<file path="src/rtl/sprite_starfield_unit.sv">
// Sprite line renderer with a scaled, DMA-fed line buffer, plus an
// LFSR-based starfield generator that shares the same pixel clock.
module sprite_starfield_unit #(
  parameter int          WIDTH   = 8,
  parameter int          HEIGHT  = 8,
  parameter int          SCALE_X = 8,
  parameter int          SCALE_Y = 8,
  parameter int          LSB     = 0,
  parameter int          CORDW   = 16,
  parameter int          ADDRW   = 3,
  parameter int          H       = 800,
  parameter int          V       = 525,
  parameter int          INC     = -1,
  parameter logic [20:0] SEED    = 21'h1FFFFF,
  parameter logic [20:0] MASK    = 21'hFFF
) (
  input  logic                    clk,
  input  logic                    rst_n,
  input  logic                    start,
  input  logic                    dma_avail,
  input  logic signed [CORDW-1:0] sx,
  input  logic signed [CORDW-1:0] sprx,
  input  logic        [WIDTH-1:0] data_in,
  output logic        [ADDRW-1:0] pos,
  output logic                    pix,
  output logic                    drawing,
  output logic                    done,
  input  logic                    sf_en,
  output logic                    sf_on,
  output logic              [7:0] sf_star
);

  localparam int CntXW = (SCALE_X > 1) ? $clog2(SCALE_X) : 1;
  localparam int BitW  = (WIDTH > 1)   ? $clog2(WIDTH)   : 1;
  localparam int CntYW = (SCALE_Y > 1) ? $clog2(SCALE_Y) : 1;

  localparam logic [CntXW-1:0] CntXLast = CntXW'(SCALE_X - 1);
  localparam logic [BitW-1:0]  BitLast  = BitW'(WIDTH - 1);
  localparam logic [CntYW-1:0] CntYLast = CntYW'(SCALE_Y - 1);
  localparam logic [ADDRW-1:0] PosLast  = ADDRW'(HEIGHT - 1);

  localparam int          RstCntInt = H * V + INC - 1;
  localparam logic [20:0] RstCnt    = 21'(RstCntInt);
  localparam logic [20:0] Taps      = 21'h140000;

  typedef enum logic [2:0] {
    StIdle,
    StWaitDma,
    StLatch,
    StWaitPos,
    StDraw,
    StLineEnd,
    StDone
  } state_e;

  // Sprite state
  state_e             r_state;
  logic [ADDRW-1:0]   r_pos;
  logic [CntXW-1:0]   r_cnt_x;
  logic [BitW-1:0]    r_bit;
  logic [CntYW-1:0]   r_cnt_y;
  logic [WIDTH-1:0]   r_buf;

  state_e             w_state_nxt;
  logic [ADDRW-1:0]   w_pos_nxt;
  logic [CntXW-1:0]   w_cnt_x_nxt;
  logic [BitW-1:0]    w_bit_nxt;
  logic [CntYW-1:0]   w_cnt_y_nxt;
  logic [WIDTH-1:0]   w_buf_nxt;

  logic signed [CORDW-1:0] w_sprx_m1;
  logic [BitW-1:0]         w_bit_sel;

  // Starfield state
  logic [20:0] r_sf_cnt;
  logic [20:0] r_sreg;
  logic [20:0] w_sf_cnt_nxt;
  logic [20:0] w_sreg_nxt;
  logic [20:0] w_sreg_shift;

  // Entering DRAW one pixel early lines the first drawn pixel up with sx == sprx.
  assign w_sprx_m1 = sprx - CORDW'(1);

  // Sprite state register with synchronous reset; reset aborts any draw in progress.
  always_ff @(posedge clk) begin
    if (!rst_n) begin
      r_state <= StIdle;
      r_pos   <= '0;
      r_cnt_x <= '0;
      r_bit   <= '0;
      r_cnt_y <= '0;
      r_buf   <= '0;
    end else begin
      r_state <= w_state_nxt;
      r_pos   <= w_pos_nxt;
      r_cnt_x <= w_cnt_x_nxt;
      r_bit   <= w_bit_nxt;
      r_cnt_y <= w_cnt_y_nxt;
      r_buf   <= w_buf_nxt;
    end
  end

  // Sprite next-state logic.
  always_comb begin
    w_state_nxt = r_state;
    w_pos_nxt   = r_pos;
    w_cnt_x_nxt = r_cnt_x;
    w_bit_nxt   = r_bit;
    w_cnt_y_nxt = r_cnt_y;
    w_buf_nxt   = r_buf;
    unique case (r_state)
      StIdle: begin
        if (start) begin
          w_pos_nxt   = '0;
          w_cnt_y_nxt = '0;
          w_state_nxt = StWaitDma;
        end
      end
      StWaitDma: begin
        if (dma_avail) w_state_nxt = StLatch;
      end
      StLatch: begin
        // ROM data arrives the cycle after the granted slot.
        w_buf_nxt   = data_in;
        w_state_nxt = StWaitPos;
      end
      StWaitPos: begin
        if (sx == w_sprx_m1) begin
          w_bit_nxt   = '0;
          w_cnt_x_nxt = '0;
          w_state_nxt = StDraw;
        end
      end
      StDraw: begin
        if (r_cnt_x == CntXLast) begin
          w_cnt_x_nxt = '0;
          if (r_bit == BitLast) begin
            w_state_nxt = StLineEnd;
          end else begin
            w_bit_nxt = r_bit + BitW'(1);
          end
        end else begin
          w_cnt_x_nxt = r_cnt_x + CntXW'(1);
        end
      end
      StLineEnd: begin
        if (r_cnt_y < CntYLast) begin
          w_cnt_y_nxt = r_cnt_y + CntYW'(1);
          w_state_nxt = StWaitDma;
        end else begin
          w_cnt_y_nxt = '0;
          if (r_pos == PosLast) begin
            w_state_nxt = StDone;
          end else begin
            w_pos_nxt   = r_pos + ADDRW'(1);
            w_state_nxt = StWaitDma;
          end
        end
      end
      StDone: begin
        w_state_nxt = StIdle;
      end
      default: begin
        w_state_nxt = StIdle;
      end
    endcase
  end

  // Sprite outputs decoded from registered state only.
  always_comb begin
    w_bit_sel = r_bit;
    if (LSB == 0) w_bit_sel = BitLast - r_bit;
    pos     = r_pos;
    drawing = (r_state == StDraw);
    done    = (r_state == StDone);
    pix     = drawing & r_buf[w_bit_sel];
  end

  // Starfield counter and LFSR registers.
  always_ff @(posedge clk) begin
    if (!rst_n) begin
      r_sf_cnt <= '0;
      r_sreg   <= SEED;
    end else begin
      r_sf_cnt <= w_sf_cnt_nxt;
      r_sreg   <= w_sreg_nxt;
    end
  end

  // Starfield next state; the reload at count zero applies even when not enabled.
  always_comb begin
    w_sreg_shift = {1'b0, r_sreg[20:1]} ^ (r_sreg[0] ? Taps : 21'h0);
    w_sf_cnt_nxt = r_sf_cnt;
    w_sreg_nxt   = r_sreg;
    if (sf_en) begin
      w_sf_cnt_nxt = (r_sf_cnt == RstCnt) ? 21'h0 : r_sf_cnt + 21'h1;
      w_sreg_nxt   = w_sreg_shift;
    end
    if (r_sf_cnt == 21'h0) w_sreg_nxt = SEED;
  end

  // Star outputs straight from the LFSR.
  always_comb begin
    sf_on   = &(r_sreg | MASK);
    sf_star = r_sreg[7:0];
  end

endmodule

</file>
<file path="config.mk">
export PLATFORM = sky130hd
export DESIGN_NAME = sprite_starfield_unit
export DESIGN_NICKNAME = d
export VERILOG_FILES = /design/src/rtl/sprite_starfield_unit.sv
export SDC_FILE = /design/constraint.sdc
export NUM_CORES = 1
export LEC_CHECK = 0
export ABC_AREA = 1
export CAP_MARGIN = 20
export CORE_AREA = 2 2 108 110
export CTS_BUF_LIST = sky130_fd_sc_hd__clkbuf_4
export DETAILED_ROUTE_END_ITERATION = 8
export DIE_AREA = 0 0 110 112
export GPL_ROUTABILITY_DRIVEN = 1
export PLACE_DENSITY_LB_ADDON = 0.3
export SLEW_MARGIN = 20
export SYNTH_ARGS = -nofsm -noshare
export SYNTH_HDL_FRONTEND = slang
export SYNTH_SLANG_ARGS = --single-unit
</file>
<file path="constraint.sdc">
create_clock -name clk -period 4.1 [get_ports clk]
set_clock_uncertainty 0.05 [all_clocks]
set_input_delay 0.82 -clock clk [delete_from_list [all_inputs] [get_ports clk]]
set_output_delay 0.82 -clock clk [all_outputs]
set_load 0.05 [all_outputs]
</file>
==> summary.txt <==
Clock network
  – Cts-stage hold buffer count: 0
  – Insertion delay of the later-clocked pin in the worst-skew pair: 0.41 ns
  – Maximum level of the CTS H-tree: 3
  – Resize count post-CTS: 0
  – Clock-pin slew of the registers on the worst-case setup and hold paths: 0.12 ns
  – TritonCTS Buffers: 9
  – Clock tree from TritonCTS: done
  – Root cell of the clock tree: sky130_fd_sc_hd__clkbuf_4
  – Clock sinks: 65
  – Maximum buffer depth of the clock tree: 2
  – Post-CTS Repair Setup Buffers: 0

Route
  – DR iter-0 viols: 158
  – DRC Markers: 0
  – Wire per inst: 11.2 µm
  – Detailed-routing iteration count for the pre-antenna-repair pass: 4
  – Via count: 3674
  – Vias per cell: 4.79
  – Total wire length: 8590 µm
  – Number of antenna-violating nets in the routed design: 0

STA
  – Final Cycle Share: 0.799
  – Pins over their slew limit: 0
  – Final setup violating endpoints: 0
  – Number of endpoints with negative hold slack in the final report: 0
  – Tightest Pin Transition: 0.811 ns
  – Unrepaired setup endpoints after global routing: false
  – Worst-case headroom to the max-slew limit: 0.459
  – Fmax achieved: 305 MHz
  – Fin Setup TNS: 0 ns
  – Clock period minus final worst setup slack: 3.27 ns

Cells and area
  – Ratio of cells with drive above 1 in the final layout: 0.0769
  – Nets: 675
  – Most frequent cells in the layout: sky130_fd_sc_hd__nand2_1, sky130_fd_sc_hd__dfxtp_1, sky130_fd_sc_hd__inv_1
  – Synthesis-to-finish area growth: 22.8%
  – Antenna diodes: 0
  – Final instance area: 4680 µm²
  – Most common cell after layout, fill and taps aside: sky130_fd_sc_hd__nand2_1

Flow run
  – Max cap viols: 0

Yosys
  – Syn Inst Count: 566
  – Post-synth top flop: sky130_fd_sc_hd__dfxtp_1
  – EDFF count, synth: 0
  – Flop and latch count out of synthesis: 65
  – Post-synthesis cell area: 3810 µm²
  – Avg Inst Size Synth: 6.74 µm²
  – Total of warnings raised by yosys: 0
  – Yosys cell types: 39
  – Mapped Nets: 622
  – Async set-or-reset flop fraction in the synthesized netlist: 0
  – Portion of the post-synthesis area used by sequential elements: 0.341

Worst setup path
  – Arrival time of data at the critical path endpoint: 2.40 ns
  – Sort of element at the start of the critical path: register
  – Crit-path cells: nor2_1 > nand2_1 > inv_1 > nand2_1 > a31oi_1 > clkdlybuf4s50_1
  – Max Fanout on Critical Path: 7
  – Highest cell delay on the worst timing path: 0.84 ns
  – Slowest stage cell, crit path: sky130_fd_sc_hd__clkdlybuf4s50_1
  – Required time worst endpoint: 3.23 ns
  – Dominant cell type by count on the critical path: sky130_fd_sc_hd__nand2_1
  – Critical path class: register to primary output
  – Element type at the critical path end: primary output

Floorplanning
  – Full die area: 12300 µm²
  – Std-Cell Core Area: 11200 µm²
  – Number of standard-cell rows in the floorplan: 39
  – Initial standard-cell utilization of the core: 0.341
  – Die Height: 112 µm
  – Die width: 110 µm
  – I/O Pins: 60

Placed design
  – DP HPWL: 6630 µm
  – Area after detailed placement: 4490 µm²
  – Placer congestion estimate: 0.862
  – Number of port buffers: 59

Power
  – Worst VDD drop: 0.182 mV
  – Leakage power of the design: 2.06 nW
  – Power per cell area: 399 nW/µm²

Run status
  – Run status: completed

Worst hold path
  – Type of the most critical hold path: register to register

Global routing
  – Vias in the first global route: 3491
  – Gr ovfl total: 0
  – Initial antenna violation count: 0
  – All-Layer GR Usage: 0.146
  – Largest net degree at the start of global routing: 25
  – Global-route wire length before repair: 14800 µm
## layout make-up
type | count | area (µm²)
tap | 143 | 179
clock buffer | 10 | 75.1
clock inverter | 6 | 116
inverter | 70 | 263
multi-input combinational | 412 | 2140
timing repair buffer | 61 | 606
fill | 1159 | 6490
sequential | 65 | 1300
## registers in the layout, summed over array words and instances (netlist names)
register	flops
r_sf_cnt	21
r_sreg	21
r_buf	8
pos	3
r_bit	3
r_cnt_x	3
r_cnt_y	3
r_state	3
## worst paths after layout
path / startpoint / end / cells after the start / slack, ns
max: r_state[1]$_SDFFE_PN0P_ / pix / 6 / 0.83
min: r_buf[2]$_SDFFE_PN0P_ / r_buf[2]$_SDFFE_PN0P_ / 2 / 0.42
max reg2reg: r_sf_cnt[1]$_SDFFE_PN0P_ / r_sf_cnt[16]$_SDFFE_PN0P_ / 10 / 1.95
min reg2reg: r_buf[2]$_SDFFE_PN0P_ / r_buf[2]$_SDFFE_PN0P_ / 2 / 0.42
## power breakdown
group          internal, mW  switching [mW]  leakage, nW
Combinational         0.208           0.347         1.43
Clock                 0.319           0.242        0.101
Sequential            0.697          0.0541        0.528
## per-stage QoR
stage / utilization / hold slack [ns] / instances / worst slack, ns / power [mW]
2_1_floorplan: - / 0.380 / 566 / 1.31 / 1.16
3_3_place_gp: 0.402 / 0.398 / 751 / 1.09 / 1.30
3_5_place_dp: 0.402 / 0.408 / 751 / 0.970 / 1.32
4_1_cts: 0.419 / 0.426 / 767 / 0.800 / 1.89
5_1_grt: 0.419 / 0.445 / 767 / 0.615 / 2.01
6_report: 0.419 / 0.421 / 767 / 0.826 / 1.87
## metal layers
metal,track usage,part of all wire,vias to the layer above
li1,-,-,1941
met1,0.189,0.48,1655
met2,0.234,0.46,66
met3,0.0404,0.041,12
met4,0.0464,0.015,0
met5,0,0,-
## cells by family (layout without fill, tap and decap cells)
logic type               after synthesis  after routing  share of synthesized area
AND/OR/NAND/NOR                      325            325                      0.398
buffers and inverters                 89            147                     0.0971
flip-flops                            65             65                      0.341
AO/OA/AOI/OAI                         59             59                     0.0886
XOR/XNOR                              17             17                     0.0390
adder cells (fa/ha/maj)               11             11                     0.0361
## synthesized netlist by cell type (4+ instances only)
| library cell | count | area share |
|---|---|---|
| sky130_fd_sc_hd__ha_1 | 11 | 0.036 |
| sky130_fd_sc_hd__inv_2 | 4 | 0.0039 |
| sky130_fd_sc_hd__dfxtp_1 | 65 | 0.34 |
| sky130_fd_sc_hd__inv_1 | 64 | 0.063 |
| sky130_fd_sc_hd__nand3b_1 | 9 | 0.018 |
| sky130_fd_sc_hd__nand3_1 | 48 | 0.063 |
| sky130_fd_sc_hd__nor2_4 | 4 | 0.012 |
| sky130_fd_sc_hd__clkbuf_1 | 8 | 0.0079 |
| sky130_fd_sc_hd__nor2_1 | 58 | 0.057 |
| sky130_fd_sc_hd__xor2_1 | 10 | 0.023 |
| sky130_fd_sc_hd__o21ai_0 | 23 | 0.030 |
| sky130_fd_sc_hd__buf_4 | 9 | 0.018 |
| sky130_fd_sc_hd__nand2_1 | 144 | 0.14 |
| sky130_fd_sc_hd__nand3_2 | 4 | 0.010 |
| sky130_fd_sc_hd__nand4_1 | 13 | 0.021 |
| sky130_fd_sc_hd__nor2_2 | 7 | 0.011 |
| sky130_fd_sc_hd__nor3_1 | 21 | 0.028 |
| sky130_fd_sc_hd__nor3b_1 | 4 | 0.0079 |
| sky130_fd_sc_hd__xnor2_1 | 7 | 0.016 |
| sky130_fd_sc_hd__a21oi_1 | 22 | 0.029 |
## critical path, delay by kind of cell, from the launching register on
family / cells / cell delay [ns]
buffers and inverters: 2 / 1.07
AND/OR/NAND/NOR: 3 / 0.44
flip-flops: 1 / 0.36
AO/OA/AOI/OAI: 1 / 0.15
Note: power is estimated with default switching activity, not from simulation.
